--- src/rtl/maze_pkg.sv ---
// Shared definitions for the maze game: grid size, player FSM states,
// step directions and the tile-addressing helper.
package maze_pkg;

    localparam int MAZE_DIM = 16;
    localparam logic [9:0] MOVE_COUNT_MAX = 10'd1023;

    typedef enum logic [1:0] {
        ST_IDLE  = 2'd0,
        ST_PLAY  = 2'd1,
        ST_CHECK = 2'd2,
        ST_WON   = 2'd3
    } state_e;

    typedef enum logic [2:0] {
        DIR_NONE  = 3'd0,
        DIR_UP    = 3'd1,
        DIR_DOWN  = 3'd2,
        DIR_LEFT  = 3'd3,
        DIR_RIGHT = 3'd4
    } dir_e;

    // Bit position of tile (x, y) in path_data: x + 16*y.
    function automatic logic [7:0] tile_index(input logic [3:0] x, input logic [3:0] y);
        return {y, x};
    endfunction

endpackage

--- src/rtl/maze_btn_debounce.sv ---
// One push button: 2-flop synchronizer, stability counter, debounced level
// and a single-cycle pulse on each debounced rising edge.
module maze_btn_debounce #(
    parameter int DEBOUNCE_CYCLES = 500_000
) (
    input  logic clk,
    input  logic reset,
    input  logic btn,
    output logic pulse
);

    localparam int CNT_W = (DEBOUNCE_CYCLES > 1) ? $clog2(DEBOUNCE_CYCLES) : 1;
    localparam logic [CNT_W-1:0] CNT_LAST = CNT_W'(DEBOUNCE_CYCLES - 1);
    localparam logic [CNT_W-1:0] CNT_ZERO = {CNT_W{1'b0}};
    localparam logic [CNT_W-1:0] CNT_ONE  = CNT_W'(1);

    logic             sync1_r;
    logic             sync2_r;
    logic [CNT_W-1:0] cnt_r;
    logic             level_r;
    logic             level_d_r;
    logic             pulse_r;

    // Bring the asynchronous button into the clock domain.
    always_ff @(posedge clk or negedge reset) begin
        if (!reset) begin
            sync1_r <= 1'b0;
            sync2_r <= 1'b0;
        end else begin
            sync1_r <= btn;
            sync2_r <= sync1_r;
        end
    end

    // Adopt the synchronized level only after it has differed for DEBOUNCE_CYCLES cycles.
    always_ff @(posedge clk or negedge reset) begin
        if (!reset) begin
            cnt_r   <= CNT_ZERO;
            level_r <= 1'b0;
        end else if (sync2_r != level_r) begin
            if (cnt_r == CNT_LAST) begin
                cnt_r   <= CNT_ZERO;
                level_r <= sync2_r;
            end else begin
                cnt_r   <= cnt_r + CNT_ONE;
            end
        end else begin
            cnt_r <= CNT_ZERO;
        end
    end

    // Register a one-cycle request on the debounced rising edge.
    always_ff @(posedge clk or negedge reset) begin
        if (!reset) begin
            level_d_r <= 1'b0;
            pulse_r   <= 1'b0;
        end else begin
            level_d_r <= level_r;
            pulse_r   <= level_r & ~level_d_r;
        end
    end

    assign pulse = pulse_r;

endmodule

--- src/rtl/maze_player_ctrl.sv ---
// Player-movement controller: debounced direction requests move the
// character one tile at a time through the maze, rejecting walls and
// off-maze steps, counting legal moves and flagging arrival at the finish.
module maze_player_ctrl
    import maze_pkg::*;
#(
    parameter int DEBOUNCE_CYCLES = 500_000
) (
    input  logic         clk,
    input  logic         reset,
    input  logic         load,
    input  logic         btn_up,
    input  logic         btn_down,
    input  logic         btn_left,
    input  logic         btn_right,
    input  logic [255:0] path_data,
    input  logic [4:0]   maze_width,
    input  logic [4:0]   maze_height,
    input  logic [4:0]   start_x,
    input  logic [4:0]   start_y,
    input  logic [4:0]   finish_x,
    input  logic [4:0]   finish_y,
    output logic [6:0]   char_x,
    output logic [6:0]   char_y,
    output logic [9:0]   move_count,
    output logic         won,
    output logic         playing
);

    logic       pulse_up_s;
    logic       pulse_down_s;
    logic       pulse_left_s;
    logic       pulse_right_s;
    dir_e       req_dir_s;

    state_e     state_r;
    state_e     state_nxt_s;
    dir_e       dir_r;
    dir_e       dir_nxt_s;
    logic [5:0] tx_r;
    logic [5:0] ty_r;
    logic [5:0] tx_nxt_s;
    logic [5:0] ty_nxt_s;
    logic [5:0] req_tx_s;
    logic [5:0] req_ty_s;
    logic [4:0] char_x_r;
    logic [4:0] char_y_r;
    logic [4:0] char_x_nxt_s;
    logic [4:0] char_y_nxt_s;
    logic [9:0] count_r;
    logic [9:0] count_nxt_s;
    logic       won_r;
    logic       playing_r;

    logic       underflow_s;
    logic       in_range_s;
    logic       open_s;
    logic       legal_s;
    logic       at_finish_s;

    maze_btn_debounce #(.DEBOUNCE_CYCLES(DEBOUNCE_CYCLES)) u_db_up (
        .clk(clk), .reset(reset), .btn(btn_up), .pulse(pulse_up_s)
    );
    maze_btn_debounce #(.DEBOUNCE_CYCLES(DEBOUNCE_CYCLES)) u_db_down (
        .clk(clk), .reset(reset), .btn(btn_down), .pulse(pulse_down_s)
    );
    maze_btn_debounce #(.DEBOUNCE_CYCLES(DEBOUNCE_CYCLES)) u_db_left (
        .clk(clk), .reset(reset), .btn(btn_left), .pulse(pulse_left_s)
    );
    maze_btn_debounce #(.DEBOUNCE_CYCLES(DEBOUNCE_CYCLES)) u_db_right (
        .clk(clk), .reset(reset), .btn(btn_right), .pulse(pulse_right_s)
    );

    // Pick one request per cycle (up > down > left > right) and compute its target tile.
    always_comb begin
        req_dir_s = DIR_NONE;
        req_tx_s  = {1'b0, char_x_r};
        req_ty_s  = {1'b0, char_y_r};
        if (pulse_up_s) begin
            req_dir_s = DIR_UP;
            req_ty_s  = {1'b0, char_y_r} - 6'd1;
        end else if (pulse_down_s) begin
            req_dir_s = DIR_DOWN;
            req_ty_s  = {1'b0, char_y_r} + 6'd1;
        end else if (pulse_left_s) begin
            req_dir_s = DIR_LEFT;
            req_tx_s  = {1'b0, char_x_r} - 6'd1;
        end else if (pulse_right_s) begin
            req_dir_s = DIR_RIGHT;
            req_tx_s  = {1'b0, char_x_r} + 6'd1;
        end else begin
            req_dir_s = DIR_NONE;
        end
    end

    // Judge the latched move against the live maze description.
    always_comb begin
        underflow_s = ((dir_r == DIR_LEFT) && (char_x_r == 5'd0)) ||
                      ((dir_r == DIR_UP)   && (char_y_r == 5'd0));
        in_range_s  = (tx_r < {1'b0, maze_width})  && (ty_r < {1'b0, maze_height}) &&
                      (tx_r < 6'(MAZE_DIM))        && (ty_r < 6'(MAZE_DIM));
        open_s      = path_data[tile_index(tx_r[3:0], ty_r[3:0])];
        legal_s     = !underflow_s && in_range_s && open_s;
        at_finish_s = (tx_r == {1'b0, finish_x}) && (ty_r == {1'b0, finish_y});
    end

    // Next-state, latched move and position/counter updates; load overrides everything.
    always_comb begin
        state_nxt_s  = state_r;
        dir_nxt_s    = dir_r;
        tx_nxt_s     = tx_r;
        ty_nxt_s     = ty_r;
        char_x_nxt_s = char_x_r;
        char_y_nxt_s = char_y_r;
        count_nxt_s  = count_r;
        case (state_r)
            ST_IDLE: begin
                state_nxt_s = ST_IDLE;
            end
            ST_PLAY: begin
                if (req_dir_s != DIR_NONE) begin
                    dir_nxt_s   = req_dir_s;
                    tx_nxt_s    = req_tx_s;
                    ty_nxt_s    = req_ty_s;
                    state_nxt_s = ST_CHECK;
                end else begin
                    state_nxt_s = ST_PLAY;
                end
            end
            ST_CHECK: begin
                dir_nxt_s = DIR_NONE;
                if (legal_s) begin
                    char_x_nxt_s = tx_r[4:0];
                    char_y_nxt_s = ty_r[4:0];
                    if (count_r == MOVE_COUNT_MAX) begin
                        count_nxt_s = count_r;
                    end else begin
                        count_nxt_s = count_r + 10'd1;
                    end
                    if (at_finish_s) begin
                        state_nxt_s = ST_WON;
                    end else begin
                        state_nxt_s = ST_PLAY;
                    end
                end else begin
                    state_nxt_s = ST_PLAY;
                end
            end
            ST_WON: begin
                state_nxt_s = ST_WON;
            end
            default: begin
                state_nxt_s = ST_IDLE;
            end
        endcase
        if (load) begin
            state_nxt_s  = ST_PLAY;
            dir_nxt_s    = DIR_NONE;
            char_x_nxt_s = start_x;
            char_y_nxt_s = start_y;
            count_nxt_s  = 10'd0;
        end else begin
            state_nxt_s = state_nxt_s;
        end
    end

    // State, latched move and registered outputs.
    always_ff @(posedge clk or negedge reset) begin
        if (!reset) begin
            state_r   <= ST_IDLE;
            dir_r     <= DIR_NONE;
            tx_r      <= 6'd0;
            ty_r      <= 6'd0;
            char_x_r  <= 5'd0;
            char_y_r  <= 5'd0;
            count_r   <= 10'd0;
            won_r     <= 1'b0;
            playing_r <= 1'b0;
        end else begin
            state_r   <= state_nxt_s;
            dir_r     <= dir_nxt_s;
            tx_r      <= tx_nxt_s;
            ty_r      <= ty_nxt_s;
            char_x_r  <= char_x_nxt_s;
            char_y_r  <= char_y_nxt_s;
            count_r   <= count_nxt_s;
            won_r     <= (state_nxt_s == ST_WON);
            playing_r <= (state_nxt_s == ST_PLAY) || (state_nxt_s == ST_CHECK);
        end
    end

    assign char_x     = {2'b00, char_x_r};
    assign char_y     = {2'b00, char_y_r};
    assign move_count = count_r;
    assign won        = won_r;
    assign playing    = playing_r;

endmodule

--- config.mk ---
export PLATFORM = sky130hd
export DESIGN_NAME = maze_player_ctrl
export DESIGN_NICKNAME = d
export VERILOG_FILES = /design/src/rtl/maze_pkg.sv /design/src/rtl/maze_btn_debounce.sv /design/src/rtl/maze_player_ctrl.sv
export SDC_FILE = /design/constraint.sdc
export NUM_CORES = 1
export LEC_CHECK = 0
export ABC_AREA = 1
export BUFFER_PORTS_ARGS = -buffer_cell sky130_fd_sc_hd__clkbuf_2
export CAP_MARGIN = 10
export CORE_MARGIN = 4
export CORE_UTILIZATION = 35
export DETAILED_ROUTE_END_ITERATION = 16
export PLACE_DENSITY_LB_ADDON = 0.1
export SETUP_SLACK_MARGIN = 0.3
export SYNTH_ARGS = -nofsm -noshare
export SYNTH_HDL_FRONTEND = slang
export SYNTH_HIERARCHICAL = 1
export SYNTH_SLANG_ARGS = --single-unit
--- constraint.sdc ---
create_clock -name clk -period 4.9 [get_ports clk]
set_input_delay 0.245 -clock clk [delete_from_list [all_inputs] [get_ports clk]]
set_output_delay 0.245 -clock clk [all_outputs]
set_load 0.02 [all_outputs]
==> impl_metrics.json, run 1 <==
{
  "antenna_found_initial": 1,
  "status": "complete, no violations",
  "synth_edf_count": 0,
  "holdWs_ns": 0.02025,
  "wire_per_inst_um": 15.81,
  "clock_latency_ns": 0.42,
  "ys_warn_count": 6,
  "worstSetupStartpointType": "flop",
  "vias": 10920,
  "post-route-drc-count": 0,
  "synth_seq_cells": 135,
  "end_kind": "flop",
  "core-area_um2": 28630,
  "grt_pass1_vias": 10500,
  "critPathArrivalTime_ns": 3.99,
  "h-tree-depth": 4,
  "max_cap_violations": 0,
  "fin_crit_sh_pct": 74.09,
  "drv_slew": 0,
  "finalHoldViolCount": 0,
  "hold_path.class": "in -> reg",
  "ys_seq_area_share_pct": 33.34,
  "fin_crit_ns": 3.630,
  "synth_top_area_share_pct": 33.34,
  "fin_tns_setup_ns": 0,
  "postCtsSetupBuffers": 0,
  "clockBufferDepth": 2,
  "dr.pass1.iters": 5,
  "synthTopCellsByCount": "426 x nand2_1, 341 x nand3_1, 164 x nor2_1",
  "cts_sinks": 135,
  "fin_ws_ns": 1.270,
  "fillers": 3055,
  "cts_tree": "built",
  "detail-route-antenna-nets": 0,
  "worstPathRequired_ns": 5.26,
  "syn-instance-count": 1526,
  "die_w_um": 178.2,
  "clk_pin_slew_ns": 0.06,
  "grt-ovfl-total": 0,
  "async_flop_share_pct": 100.0,
  "grt_pass1_wl_mm": 54.32,
  "clock.fmax_ghz": 0.2755,
  "dp_hpwl_mm": 26.65,
  "syn2layout_area_growth_pct": 24.82,
  "grt_max_degree": 102,
  "drt_iter0_drc": 687,
  "syn_area_per_cell_um2": 6.641,
  "setup_viol": 0,
  "place_area_um2": 11940,
  "placementRows": 62,
  "globalplace.congestion": 0.8764,
  "final_util_pct": 44.19,
  "cts-buffers-inserted": 17,
  "relSlewSlack_pct": 30.57,
  "max-vdd-ir-drop_uv": 272.4,
  "finish.instance_area_um2": 12650,
  "root_buffer": "clkbuf_16",
  "syn-cell-area_um2": 10130,
  "critPathKind": "reg -> reg",
  "yosysTopAreaCell": "dfrtp_1",
  "ys_top_cells_by_area": "dfrtp_1 33%, nand3_1 17%, nand2_1 16%, nor2_1 6.1%, inv_1 4.3%",
  "finClkSkew_ns": 0.008325,
  "num-nets-final": 2125,
  "dieHeight_um": 178.2,
  "leakage_nw": 6.234,
  "ys_types": 44,
  "tightest_slew_ns": 1.038,
  "final_layout_size_suffix_gt1_share_pct": 24.00,
  "globalRouteTotalUtil_pct": 21.40,
  "cp_max_fo": 64,
  "ios": 319,
  "preCtsSetupSlack_ns": 1.277,
  "start_util_pct": 35.40,
  "rsz0062_at_grt": "no",
  "power.density_nw_per_um2": 230.6,
  "dieArea_um2": 31740,
  "port_buffers": 314,
  "routed_wl_mm": 34.93,
  "vias_per_cell": 4.941,
  "synth_ff_type": "dfrtp_1",
  "yosysMostFrequentCell": "nand2_1"
}
[power breakdown]
group          switching (mW)  internal [mW]  total (mW)
clock                   0.491          0.931        1.42
sequential             0.0243           1.14        1.16
combinational           0.181          0.152       0.333
[critical path: stages (launching register included)]
cell and delay, ns:
dfrtp_4 0.61, clkinv_2 0.73, buf_4 0.51, nand2_1 0.10, nand3_1 0.07, nand3_1 0.19
nand3_1 0.10, nand3_1 0.14, nand3_1 0.10, nand3_1 0.17, nand3_2 0.13, nand3_1 0.14
nand2_4 0.16, nand2_2 0.23, nand2_1 0.08, nand2_1 0.07
[cell type report]
type                       count  area (um^2)  share of cell area (%)
inverter                     129        485.5                   3.838
tap                          384        480.5                   3.799
sequential                   135         3383                   26.75
multi-input combinational   1198         5926                   46.85
clock inverter                11        196.4                   1.553
timing repair buffer         331         1714                   13.55
antenna                        1        2.502                 0.01978
clock buffer                  21        460.4                   3.640
[metrics by stage]
stage               std cells  power [mW]
finish                   2210       2.916
global route             2210       3.046
CTS                      2209       2.949
detailed placement       2172       1.514
global placement         2172       1.513
floorplan                1529       1.321
[flip-flops by register name, summed over array words and instances, names as in the netlist, 5 cells and up]
register and flops:
u_db_down/cnt_r 19, u_db_left/cnt_r 19, u_db_right/cnt_r 19, u_db_up/cnt_r 19, move_count 10, tx_r 6
ty_r 6, char_x_r 5, char_y_r 5
[worst paths after layout]
check                                       startpoint                       endpoint  slack (ns)  cells after the start
max in group asynchronous                        reset  u_db_right/cnt_r[5]$_DFF_PN0_        3.44                      3
hold / removal                              start_x[4]        char_x_r[4]$_DFFE_PN0P_        0.02                      3
setup / recovery                   tx_r[0]$_DFFE_PN0P_      move_count[3]$_DFFE_PN0P_        1.27                     15
hold reg to reg            u_db_down/sync1_r$_DFF_PN0_    u_db_down/sync2_r$_DFF_PN0_        0.35                      0
setup reg to reg                   tx_r[0]$_DFFE_PN0P_      move_count[3]$_DFFE_PN0P_        1.27                     15
min in group asynchronous                        reset      move_count[4]$_DFFE_PN0P_        0.39                      2
[per-layer routing]
layer | vias to the layer above | global-route usage [%] | share of wire (%)
met5 | - | 0 | 0
met4 | 0 | 6.574 | 2.3
met3 | 43 | 3.010 | 5.8
met2 | 305 | 37.97 | 50
met1 | 5032 | 26.92 | 42
li1 | 5540 | - | -
[layout by cell type (no fill, tap or decap), types with 8 or more instances in the layout]
cell       count
a21oi_1       26
buf_4         13
clkbuf_16     17
clkbuf_2     313
dfrtp_1      133
ha_1          20
inv_1        116
inv_2         10
nand2_1      426
nand2_2       17
nand3_1      341
nand4_1       14
nor2_1       164
nor2_2        16
nor2_4        12
nor3_1        17
nor3b_2        8
o21ai_0       35
o21ai_1       16
xnor2_1       12
xor2_1        29
[timing repair]
item / in CTS / in global routing
resized for setup: 0 / 0
hold buffers: 5 / 0
endpoints found under the hold margin: 50 / 0
[cells by family after synthesis]
kind of cell	share of synthesized area (%)
DFF	33.34
xor gates and xnor gates	4.186
adders and majority gates	2.469
and+or+nand+nor	46.43
other	0.03701
AOI/OAI and AO/OA	5.248
buffers and inverters	8.297
(Power assumes the default switching activity.)
==> run 2, diff against run 1 <==
--- a/config.mk
+++ b/config.mk
@@ -5,7 +5,7 @@
 export SDC_FILE = /design/constraint.sdc
 export NUM_CORES = 1
 export LEC_CHECK = 0
-export ABC_AREA = 1
+export ABC_AREA = 0
 export BUFFER_PORTS_ARGS = -buffer_cell sky130_fd_sc_hd__clkbuf_2
 export CAP_MARGIN = 10
 export CORE_MARGIN = 4
==> constraint.sdc (replaced) <==
create_clock -name clk -period 3.25 [get_ports clk]
set_input_delay 0.1625 -clock clk [delete_from_list [all_inputs] [get_ports clk]]
set_output_delay 0.1625 -clock clk [all_outputs]
set_load 0.02 [all_outputs]
==> run 2 against run 1 <==
Against the previous run:
- hold slack improved by 0.053 ns
- critical path depth decreased by 3
- register-to-register slack got worse by 1.2 ns
- fmax increased by 13%
- flip-flop and latch count unchanged
- total power increased by 47%
- die area decreased by 5.2%
- largest power group unchanged
==> impl_metrics.json, run 2 <==
{
  "hold_path.class": "in -> reg",
  "cp_max_fo": 6,
  "slowest_delay_ns": 0.54,
  "fin_crit_ns": 3.203,
  "port_buffers": 314,
  "antenna_found_initial": 0,
  "clock.fmax_ghz": 0.3122,
  "cts-buffers-inserted": 17,
  "yosysMostFrequentCell": "dfrtp_1",
  "rsz0062_at_grt": "yes",
  "async_flop_share_pct": 100.0,
  "detail-route-antenna-nets": 0,
  "setup_viol": 0,
  "wire_per_inst_um": 18.43,
  "max-vdd-ir-drop_uv": 347.0,
  "syn2layout_area_growth_pct": 32.31,
  "finClkSkew_ns": 0.01003,
  "vias_per_cell": 5.175,
  "status": "complete, no violations",
  "clockBufferDepth": 2,
  "routed_wl_mm": 30.41,
  "mostFrequentLayoutCell": "clkbuf_2",
  "ys_types": 81,
  "end_kind": "flop",
  "relSlewSlack_pct": 35.47,
  "antenna_cells": 0,
  "leakage_nw": 5.561,
  "num-nets-final": 1610,
  "ys_seq_area_share_pct": 35.26,
  "die_w_um": 173.5,
  "syn-cell-area_um2": 9582,
  "drt_iter0_drc": 391,
  "drv_slew": 0,
  "max_cap_violations": 0,
  "fin_tns_setup_ns": 0,
  "dieArea_um2": 30090,
  "globalplace.congestion": 0.8365,
  "synth_top_area_share_pct": 35.26,
  "clk_pin_slew_ns": 0.06,
  "worstPathRequired_ns": 3.55,
  "synth_seq_cells": 135,
  "synth_edf_count": 0,
  "preCtsSetupSlack_ns": -0.1932,
  "post-route-drc-count": 0,
  "cts_tree": "built",
  "worstSetupStartpointType": "flop",
  "grt-ovfl-total": 0,
  "final_layout_size_suffix_gt1_share_pct": 38.96,
  "syn_area_per_cell_um2": 10.16,
  "syn-instance-count": 943,
  "core-area_um2": 26950,
  "start_util_pct": 35.55,
  "fin_crit_sh_pct": 98.55,
  "final_cell_mix": "313 x clkbuf_2, 132 x dfrtp_1, 118 x nor2_1",
  "finalHoldViolCount": 0,
  "ys_warn_count": 6,
  "synth_ff_type": "dfrtp_1",
  "power.density_nw_per_um2": 338.5,
  "grt_pass1_vias": 8891,
  "h-tree-depth": 4,
  "globalRouteTotalUtil_pct": 19.87,
  "r2r_setup_slack_ns": 0.05,
  "grt_pass1_wl_mm": 48.45,
  "fillers": 2613,
  "root_buffer": "clkbuf_16",
  "dp_hpwl_mm": 23.77,
  "tightest_slew_ns": 0.9646,
  "placementRows": 60,
  "vias": 8539,
  "ios": 319,
  "path_cells": "buf_12 > buf_16 > mux4_2 > o22ai_2 > or3_1 > or4_4 > a21oi_2 > o21ai_2 > a21boi_4 > buf_4 > nand4_1 > mux2_2",
  "critPathKind": "reg -> reg",
  "dieHeight_um": 173.5,
  "synthTopCellsByCount": "135 x dfrtp_1, 118 x nor2_1, 70 x xnor2_1",
  "cts_sinks": 135,
  "critPathArrivalTime_ns": 3.50,
  "ys_top_cells_by_area": "dfrtp_1 35%, mux4_2 8.2%, xnor2_1 6.4%, mux2i_1 4.8%, nor2_1 4.6%",
  "dr.pass1.iters": 4,
  "clock_latency_ns": 0.42,
  "fin_ws_ns": 0.04709,
  "grt_max_degree": 66,
  "cpMaxStageDelayCell": "dfrtp_4",
  "yosysTopAreaCell": "dfrtp_1"
}
[run 2: cell types whose count changed after synthesis, moves of 23 or more]
cell	delta
buf_2	-23
xnor2_1	+58
nand3_1	-307
mux2i_1	+46
mux4_2	+35
nor2_1	-46
inv_1	-72
nand2_1	-364
[run 2: final cells by class]
class / count / area (um^2) / share of cell area [%]
repair buffers: 383 / 2311 / 18.23
clock inverters: 12 / 176.4 / 1.392
clock buffers: 19 / 442.9 / 3.494
inverters: 45 / 168.9 / 1.332
flip-flops and latches: 135 / 3385 / 26.70
well taps: 341 / 426.7 / 3.366
multi-input cells: 715 / 5767 / 45.49
[run 2: final timing paths]
check	from	endpoint	cells past startpoint
max	tx_r[0]$_DFFE_PN0P_	move_count[5]$_DFFE_PN0P_	12
min	start_x[1]	char_x_r[1]$_DFFE_PN0P_	3
max reg2reg	tx_r[0]$_DFFE_PN0P_	move_count[5]$_DFFE_PN0P_	12
min reg2reg	u_db_left/sync1_r$_DFF_PN0_	u_db_left/sync2_r$_DFF_PN0_	0
max in group asynchronous	reset	u_db_left/sync1_r$_DFF_PN0_	3
min in group asynchronous	reset	move_count[7]$_DFFE_PN0P_	2
[run 2: power breakdown]
part | total [mW] | internal, mW | switching, mW
clock | 2.03 | 1.30 | 0.734
combinational | 0.512 | 0.271 | 0.241
sequential | 1.75 | 1.71 | 0.0355
total | 4.29 | 3.28 | 1.01
[run 2: kinds of logic after synthesis]
logic type	Yosys count	synth area share [%]
other cells	1	0.03914
compound gates	138	10.64
buf+inv	96	6.150
flops	135	35.26
xor+xnor	78	7.130
fa+ha+maj	20	2.612
mux	108	17.81
simple gates	367	20.36
[run 2: metal layers]
layer | vias to the layer above | global-route usage (%) | share of wire (%)
met2 | 213 | 36.12 | 52
met1 | 4126 | 23.47 | 41
li1 | 4160 | - | -
met4 | 0 | 6.319 | 2.2
met5 | - | 0 | 0
met3 | 40 | 4.122 | 4.7
[run 2: timing repair]
item                                    CTS  global route
setup buffers                            12             0
gates resized for setup                  35            12
hold buffers                             14             0
cloned                                    3             0
endpoints found under the hold margin    76             0
endpoints found under the setup margin   22            22
pin swaps                                 9             4
[run 2: critical path: cells and delay by family, from the launching register on]
kind | cells | cell delay (ns)
multiplexers | 2 | 0.63
AND/OR/NAND/NOR | 3 | 0.90
flip-flops | 1 | 0.54
AO/OA/AOI/OAI | 4 | 0.58
buffers and inverters | 3 | 0.44
[run 2: stage by stage]
stage	hold WS [ns]	cells	util [%]	instance area, um^2	total power [mW]
detailed placement	0.2162	1590	42.89	11560	2.267
global route	0.05905	1650	47.04	12680	4.473
finish	0.07340	1650	47.04	12680	4.291
global placement	0.2192	1590	42.89	11560	2.264
floorplan	-0.1331	946	-	9593	1.975
CTS	0.04318	1650	46.86	12630	4.360
